`src/rtl/lif_pkg.sv`:
```
// Shared fixed-point types, saturation helpers and FSM state encoding for the LIF blocks
// (lif_neuron, spike_rate_decoder).
package lif_pkg;

    localparam int unsigned FRAC_WIDTH = 8;

    typedef logic signed [15:0] q8_8_t;
    typedef logic signed [7:0]  q4_4_t;

    typedef logic [0:0] state_t;
    localparam state_t StIdle  = 1'b0;
    localparam state_t StCount = 1'b1;

    function automatic logic signed [63:0] sat_max(input int unsigned width);
        return (64'sd1 <<< (width - 1)) - 64'sd1;
    endfunction

    function automatic logic signed [63:0] sat_min(input int unsigned width);
        return -(64'sd1 <<< (width - 1));
    endfunction

endpackage

```
`src/rtl/lif_rate_scale.sv`:
```
// Saturating count-to-rate scaler: rate = (count * gain) >>> (FRAC_WIDTH - OUT_FRAC_WIDTH),
// clamped to the signed OUT_WIDTH range.
module lif_rate_scale
    import lif_pkg::*;
#(
    parameter int unsigned CNT_WIDTH      = 16,
    parameter int unsigned OUT_WIDTH      = 8,
    parameter int unsigned OUT_FRAC_WIDTH = 4
) (
    input  logic [CNT_WIDTH-1:0]        count,
    input  q8_8_t                       gain,
    output logic signed [OUT_WIDTH-1:0] rate
);

    localparam int unsigned ProdW = CNT_WIDTH + 17;
    localparam int unsigned Shift = FRAC_WIDTH - OUT_FRAC_WIDTH;
    localparam logic signed [63:0] RateMax = sat_max(OUT_WIDTH);
    localparam logic signed [63:0] RateMin = sat_min(OUT_WIDTH);

    logic signed [ProdW-1:0] count_ext;
    logic signed [ProdW-1:0] gain_ext;
    logic signed [ProdW-1:0] prod;
    logic signed [63:0]      shifted;

    // Count is unsigned, so zero-extend it before the signed multiply.
    assign count_ext = $signed({{17{1'b0}}, count});
    assign gain_ext  = ProdW'(gain);
    assign prod      = count_ext * gain_ext;
    assign shifted   = 64'(prod >>> Shift);

    always_comb begin
        rate = shifted[OUT_WIDTH-1:0];
        if (shifted > RateMax) begin
            rate = RateMax[OUT_WIDTH-1:0];
        end else if (shifted < RateMin) begin
            rate = RateMin[OUT_WIDTH-1:0];
        end
    end

endmodule

```
`src/rtl/spike_rate_decoder.sv`:
```
// Windowed spike-count rate decoder with a valid/ready result register.
// Define SPIKE_DEC_ISI_EN to add the last_isi inter-spike-interval output.
module spike_rate_decoder
    import lif_pkg::*;
#(
    parameter int unsigned WINDOW_LEN     = 256,
    parameter int unsigned CNT_WIDTH      = 16,
    parameter int unsigned OUT_WIDTH      = 8,
    parameter int unsigned OUT_FRAC_WIDTH = 4,
    parameter int signed   GAIN           = 256
) (
    input  logic                        clk,
    input  logic                        rst,
    input  logic                        enable,
    input  logic                        spike,
    output logic signed [OUT_WIDTH-1:0] rate_out,
    output logic                        rate_valid,
    input  logic                        rate_ready,
    output logic                        overrun,
    output logic                        busy
`ifdef SPIKE_DEC_ISI_EN
    ,
    output logic [CNT_WIDTH-1:0]        last_isi
`endif
);

    localparam int unsigned WinW = $clog2(WINDOW_LEN);
    localparam logic [WinW-1:0]      WinLast = WinW'(WINDOW_LEN - 1);
    localparam logic [CNT_WIDTH-1:0] CntMax  = '1;
    localparam q8_8_t                GainQ   = q8_8_t'(GAIN);

    state_t                      state_q, state_d;
    logic [WinW-1:0]             win_q, win_d;
    logic [CNT_WIDTH-1:0]        cnt_q, cnt_d, cnt_inc;
    logic                        active, load;
    logic signed [OUT_WIDTH-1:0] scaled;
    logic signed [OUT_WIDTH-1:0] rate_out_d;
    logic                        rate_valid_d, overrun_d;

    assign active  = (state_q == StCount) && enable;
    assign load    = active && (win_q == WinLast);
    assign cnt_inc = (spike && (cnt_q != CntMax)) ? cnt_q + CNT_WIDTH'(1) : cnt_q;
    assign busy    = (state_q == StCount);

    lif_rate_scale #(
        .CNT_WIDTH      (CNT_WIDTH),
        .OUT_WIDTH      (OUT_WIDTH),
        .OUT_FRAC_WIDTH (OUT_FRAC_WIDTH)
    ) u_scale (
        .count (cnt_inc),
        .gain  (GainQ),
        .rate  (scaled)
    );

    always_comb begin
        state_d = state_q;
        case (state_q)
            StIdle:  if (enable)  state_d = StCount;
            StCount: if (!enable) state_d = StIdle;
            default: state_d = StIdle;
        endcase

        // Counters fall back to zero in IDLE, on abort and at window end.
        win_d = '0;
        cnt_d = '0;
        if (active && !load) begin
            win_d = win_q + WinW'(1);
            cnt_d = cnt_inc;
        end

        // A same-cycle handshake consumes the old value, so no overrun then.
        rate_out_d   = load ? scaled : rate_out;
        rate_valid_d = load || (rate_valid && !rate_ready);
        overrun_d    = load && rate_valid && !rate_ready;
    end

    always_ff @(posedge clk) begin
        if (rst) begin
            state_q    <= StIdle;
            win_q      <= '0;
            cnt_q      <= '0;
            rate_out   <= '0;
            rate_valid <= 1'b0;
            overrun    <= 1'b0;
        end else begin
            state_q    <= state_d;
            win_q      <= win_d;
            cnt_q      <= cnt_d;
            rate_out   <= rate_out_d;
            rate_valid <= rate_valid_d;
            overrun    <= overrun_d;
        end
    end

`ifdef SPIKE_DEC_ISI_EN
    logic [CNT_WIDTH-1:0] isi_q;
    logic                 isi_armed_q;

    // The first spike after IDLE only arms the interval timer.
    always_ff @(posedge clk) begin
        if (rst || !active) begin
            isi_q       <= '0;
            isi_armed_q <= 1'b0;
            last_isi    <= '0;
        end else if (spike) begin
            if (isi_armed_q) begin
                last_isi <= isi_q;
            end
            isi_q       <= CNT_WIDTH'(1);
            isi_armed_q <= 1'b1;
        end else if (isi_armed_q && (isi_q != CntMax)) begin
            isi_q <= isi_q + CNT_WIDTH'(1);
        end
    end
`endif

endmodule

```
`config.mk`:
```
export PLATFORM = sky130hd
export DESIGN_NAME = spike_rate_decoder
export DESIGN_NICKNAME = d
export VERILOG_FILES = /design/src/rtl/lif_pkg.sv /design/src/rtl/lif_rate_scale.sv /design/src/rtl/spike_rate_decoder.sv
export SDC_FILE = /design/constraint.sdc
export NUM_CORES = 1
export LEC_CHECK = 0
export CELL_PAD_IN_SITES_DETAIL_PLACEMENT = 0
export CELL_PAD_IN_SITES_GLOBAL_PLACEMENT = 1
export CORE_ASPECT_RATIO = 0.5
export CORE_MARGIN = 3
export CORE_UTILIZATION = 50
export DETAILED_ROUTE_END_ITERATION = 16
export PLACE_DENSITY_LB_ADDON = 0.08
export SLEW_MARGIN = 10
export SYNTH_ARGS = -nofsm -noshare
export SYNTH_HDL_FRONTEND = slang
export SYNTH_HIERARCHICAL = 1
export SYNTH_SLANG_ARGS = --single-unit
```
`constraint.sdc`:
```
create_clock -name clk -period 19.8 [get_ports clk]
set_clock_uncertainty 0.2 [all_clocks]
set_input_delay 1.98 -clock clk [delete_from_list [all_inputs] [get_ports clk]]
set_output_delay 1.98 -clock clk [all_outputs]
set_load 0.02 [all_outputs]
```
Word-level counts from Yosys, hierarchy flattened
Index checks and enable logic that the tools add are counted.

operators by class
  multipliers = 0
  shift-type cells = 0
  div/mod/pow operators = 0
  equality and inequality tests = 2
  bitwise operators = 1
  reduce and logical (&&, ||, !) cells = 11
  multiplexer cells = 4
  $add $sub $neg = 2
  magnitude comparators = 2

operators with widths
  kind                                                            count
  < comparator 21 x 8 -> 1 bit, second input constant             1
  greater-than comparator 20 x 7 -> 1 bit, second input constant  1
  adder 16 x 1 -> 16 bit, second input constant                   1
  2-to-1 mux 16 bit                                               1
  2-to-1 mux 8 bit                                                2
  != test 16 bit, second input constant                           1
  adder 8 x 1 -> 8 bit, second input constant                     1
  == test 8 bit, second input constant                            1
  logical AND 1 bit                                               7
  zero test 1 bit                                                 2
  OR reduction 2 bit                                              1
  logical OR 1 bit                                                1
  2-to-1 mux 1 bit                                                1
  NOT 1 bit                                                       1

storage, ports and cells
  bits in writable memories = 0
  register bits after elaboration = 35
  bits in read-only memories = 0
  memories kept = 0
  logic and storage cells = 28
  bits in latches = 0

Depth between registers and ports, before layout
  word-level depth = 6
  depth in mapped cells = 32
  gate-level depth less buffers = 30

Modules after synthesis
Netlist, hierarchy kept.

by module, submodules not included
  module              area each (um^2)  instances  cells each
  lif_rate_scale      9366.5            1          1084
  spike_rate_decoder  1705.4            1          192

Worst setup path after synthesis
No wires, ideal clock.

  path type = input to register
  start point = input port spike
  end point = register rate_out[5]
  cell stages on the path = 22
  arrival = 7654 ps
  slack = 11829 ps
  cell sequence = and4_2 -> nand3_1 -> nor4_4 -> xor2_1 -> and2_1 -> ha_1 -> fa_1 -> fa_1 -> fa_1 -> fa_1 -> ha_1 -> ha_1 -> clkbuf_1 -> inv_1 -> nand3_1 -> o211ai_1 -> a311oi_1 -> or4_4 -> nor4b_4 -> a41oi_2 -> a31o_1 -> o22a_1

between the ends
  cells in the longest elaborated chain, start to end = 5
  elaborated cells between the ends (all ways) = 6
  classes of those cells = order compare (2); mux (3); reduce/logical (1)

ends and longest elaborated chain
  element                       RTL line                  RTL
  start, declared               spike_rate_decoder.sv:15  input logic spike,
  logical AND 1 bit *           spike_rate_decoder.sv:42  assign cnt_inc = (spike && (cnt_q != CntMax)) ? cnt_q + CNT_WIDTH'(1) : cnt_q;
  2-to-1 mux 16 bit *           spike_rate_decoder.sv:42
  via cnt_inc[15]               spike_rate_decoder.sv:34  logic [CNT_WIDTH-1:0] cnt_q, cnt_d, cnt_inc;
  < comparator 21 x 8 -> 1 bit  lif_rate_scale.sv:35      end else if (shifted < RateMin) begin
  2-to-1 mux 8 bit              lif_rate_scale.sv:35
  2-to-1 mux 8 bit *            lif_rate_scale.sv:33      if (shifted > RateMax) begin
  via scaled[5]                 spike_rate_decoder.sv:36  logic signed [OUT_WIDTH-1:0] scaled;
  end signal, assigned          spike_rate_decoder.sv:89  rate_out <= rate_out_d;
  end, declared                 spike_rate_decoder.sv:16  output logic signed [OUT_WIDTH-1:0] rate_out,

Mark *: on every way through the listed nets, which the timed path passes. The rest lies on a longest branch.
A chain may end at the register's enable or synchronous reset.

Final worst setup path
Ends and elaborated chain as after synthesis.

==> results_dict.tcl <==
set metrics [dict create \
    status "completed" \
    finalSetupTns_ps 0 \
    ys.flop_type "dfxtp_1" \
    rows 37 \
    final.period_utilization_pct 44.2 \
    finalSetupViolCount 0 \
    hold_path.class "register to register" \
    cp-end-kind "register" \
    die_area_um2 24100 \
    clock_latency_ps 280 \
    root_buffer "clkbuf_16" \
    num_vias 8399 \
    max_cap_violations 0 \
    clockBufferDepth 2 \
    synth_area_um2 11100 \
    grt_pass1_wl_um 44100 \
    yosys_warnings 6 \
    gr-total-overflow 0 \
    cts_sinks 35 \
    crit_start "spike" \
    cts-htree-levels 2 \
    min_period_ps 8760 \
    ir_worst_vdd_mv 0.0338 \
    avgSynthCellArea_um2 8.68 \
    dpl_cell_area_um2 11900 \
    grt_max_degree 19 \
    gp_congestion 0.901 \
    grtUsageTotal_pct 22.4 \
    cts_tree "yes" \
    synthTopCellsByArea "fa_1 (35%), ha_1 (14%), inv_1 (8.6%)" \
    ctsResizeCount 0 \
    dp_slack_ps 10780 \
    rsz0062_at_grt "false" \
    hp-start "win_q[0]" \
    synth_top_area_cell "fa_1" \
    diodes 0 \
    cp_max_fo 16 \
    area_growth_pct 8.77 \
    drtIter0Drc 489 \
    crit_arrival_ps 8730 \
    vias_per_cell 5.03 \
    initial_core_util_pct 52.3 \
    routed_wl_um 25700 \
    synth_cell_types 82 \
    final_layout_size_suffix_gt1_share_pct 4.14 \
    worst_slew_pin_slew_ps 792 \
    fmax_mhz 114 \
    drc 0 \
    slew_viol_final 0 \
    dp_hpwl_um 21500 \
    cellLeakagePower_nw 6.33 \
    clk_pin_slew_worst_paths_ps 60 \
    hold_viol_final 0 \
    syn_inst 1276 \
    crit_path_start_kind "input port" \
    required_ps 19770 \
    die_h_um 111 \
    path_class "input port to register" \
    slew-limit-headroom_pct 47.0 \
    r2r_setup_slack_ps 12650 \
    cts_hold_buf 0 \
    antenna_found_initial 0 \
    grt_pass1_vias 8751 \
    setup_ws_ps 11040 \
    io_buffer_count 15 \
    power.total_w 0.000212 \
    ys_seq_area_share_pct 6.33 \
    r2r_start "cnt_q[3]" \
    cts_made_buffers 5 \
    synth_edf_count 0 \
    first_pass_iters 5 \
    die-width_um 216 \
    core_region_area_um2 21200 \
    synth_async_sr_flop_share_pct 0 \
    synth-seq-cells 35 \
    wl_per_cell_um 15.4 \
    antenna_left 0 \
    final_area_um2 12000 \
    fin_nets 1696 \
    post-cts-setup-buffers 0 \
    ioPinCount 16 \
    synth_top_area_share_pct 35.1 \
    power.density_nw_per_um2 17.6 \
]
-- power by group --
part           internal (W)  switching (W)  leakage [nW]
combinational     0.0000210      0.0000393          5.98
clock             0.0000502      0.0000302        0.0731
sequential        0.0000706    0.000000152         0.282
total              0.000142      0.0000696          6.33
-- routing by layer --
layer	routed length (um)	GRT usage, %	vias to the layer above
li1	-	-	4091
met1	13000	35.6	4099
met2	11100	34.7	198
met3	1500	1.94	11
met4	89	1.44	0
met5	0	0	-
-- kinds of logic after synthesis --
| family | after synthesis | synth area share (%) |
|---|---|---|
| simple gates | 441 | 21.3 |
| fa+ha+maj | 315 | 48.8 |
| buf+inv | 302 | 10.6 |
| compound gates | 138 | 9.20 |
| xor+xnor | 40 | 3.40 |
| flops | 35 | 6.33 |
| mux | 3 | 0.271 |
| other cells | 2 | 0.0678 |
-- worst paths after layout --
kind | end | cells after the start
worst max register to register | rate_out[5] | 22
worst max-delay path | rate_out[5] | 25
worst min-delay path | win_q[0] | 1
worst min register to register | win_q[0] | 1
-- Yosys cell counts (4+ instances only) --
cell / count
nand2_1: 160
o21a_1: 6
xor2_1: 18
nand3_1: 15
inv_1: 254
nor4_1: 5
and2_1: 119
fa_1: 194
nor3_1: 11
and3_1: 5
a21oi_2: 4
a211oi_1: 5
nand3b_1: 4
nand2b_1: 11
nor2_1: 46
or3_1: 7
o211ai_1: 6
buf_6: 5
o21ai_0: 21
nand4_1: 16
nor2b_1: 10
a21oi_1: 27
a21o_1: 15
buf_2: 6
a31oi_1: 9
o21bai_1: 7
o21ai_1: 4
dfxtp_1: 35
ha_1: 121
o22a_1: 7
xnor2_1: 20
clkbuf_1: 36
-- state kept, by name, indices dropped and copies added (netlist names) --
signal	count
busy	1
cnt_q	16
rate_out	8
rate_valid	1
win_q	8
overrun	1
-- layout make-up --
| class | instances | area (um2) |
|---|---|---|
| inverter | 255 | 957 |
| timing repair buffer | 29 | 255 |
| multi-input combinational | 1050 | 9610 |
| clock inverter | 2 | 16.3 |
| clock buffer | 6 | 139 |
| sequential | 35 | 701 |
| fill | 2006 | 9110 |
| tap | 292 | 365 |
-- per-stage QoR --
stage | cells | hold WS, ps | utilization, %
after global placement | 1661 | 224 | 56.2
final | 1669 | 237 | 56.9
after floorplan | 1387 | 211 | -
after CTS | 1669 | 241 | 56.9
after detailed placement | 1661 | 232 | 56.2
after global routing | 1669 | 259 | 56.9
-- layout by cell type, fill, tap and decap left out, drive strengths merged, types with 25 or more instances in the layout --
cell type / instances
fa: 194
conb: 113
nand2: 162
inv: 254
and2: 122
nor2: 46
a21oi: 31
o21ai: 25
ha: 121
dfxtp: 35
-- worst max-delay path, stage by stage --
cell	delay, ps
clkdlybuf4s50_1	560
and4_2	310
nand2_4	70
o41ai_1	460
nand2_1	520
nand2_1	250
fa_1	210
fa_1	160
inv_1	50
fa_1	460
fa_1	520
fa_1	490
ha_1	300
ha_1	360
nand3_1	120
nor2_1	80
nor2_1	100
mux2i_1	100
o211ai_1	110
a311oi_1	100
or4_4	450
nor4b_4	300
a41oi_2	240
a31o_1	250
o22a_1	200
No activity file was read; power rests on OpenSTA's default activity.
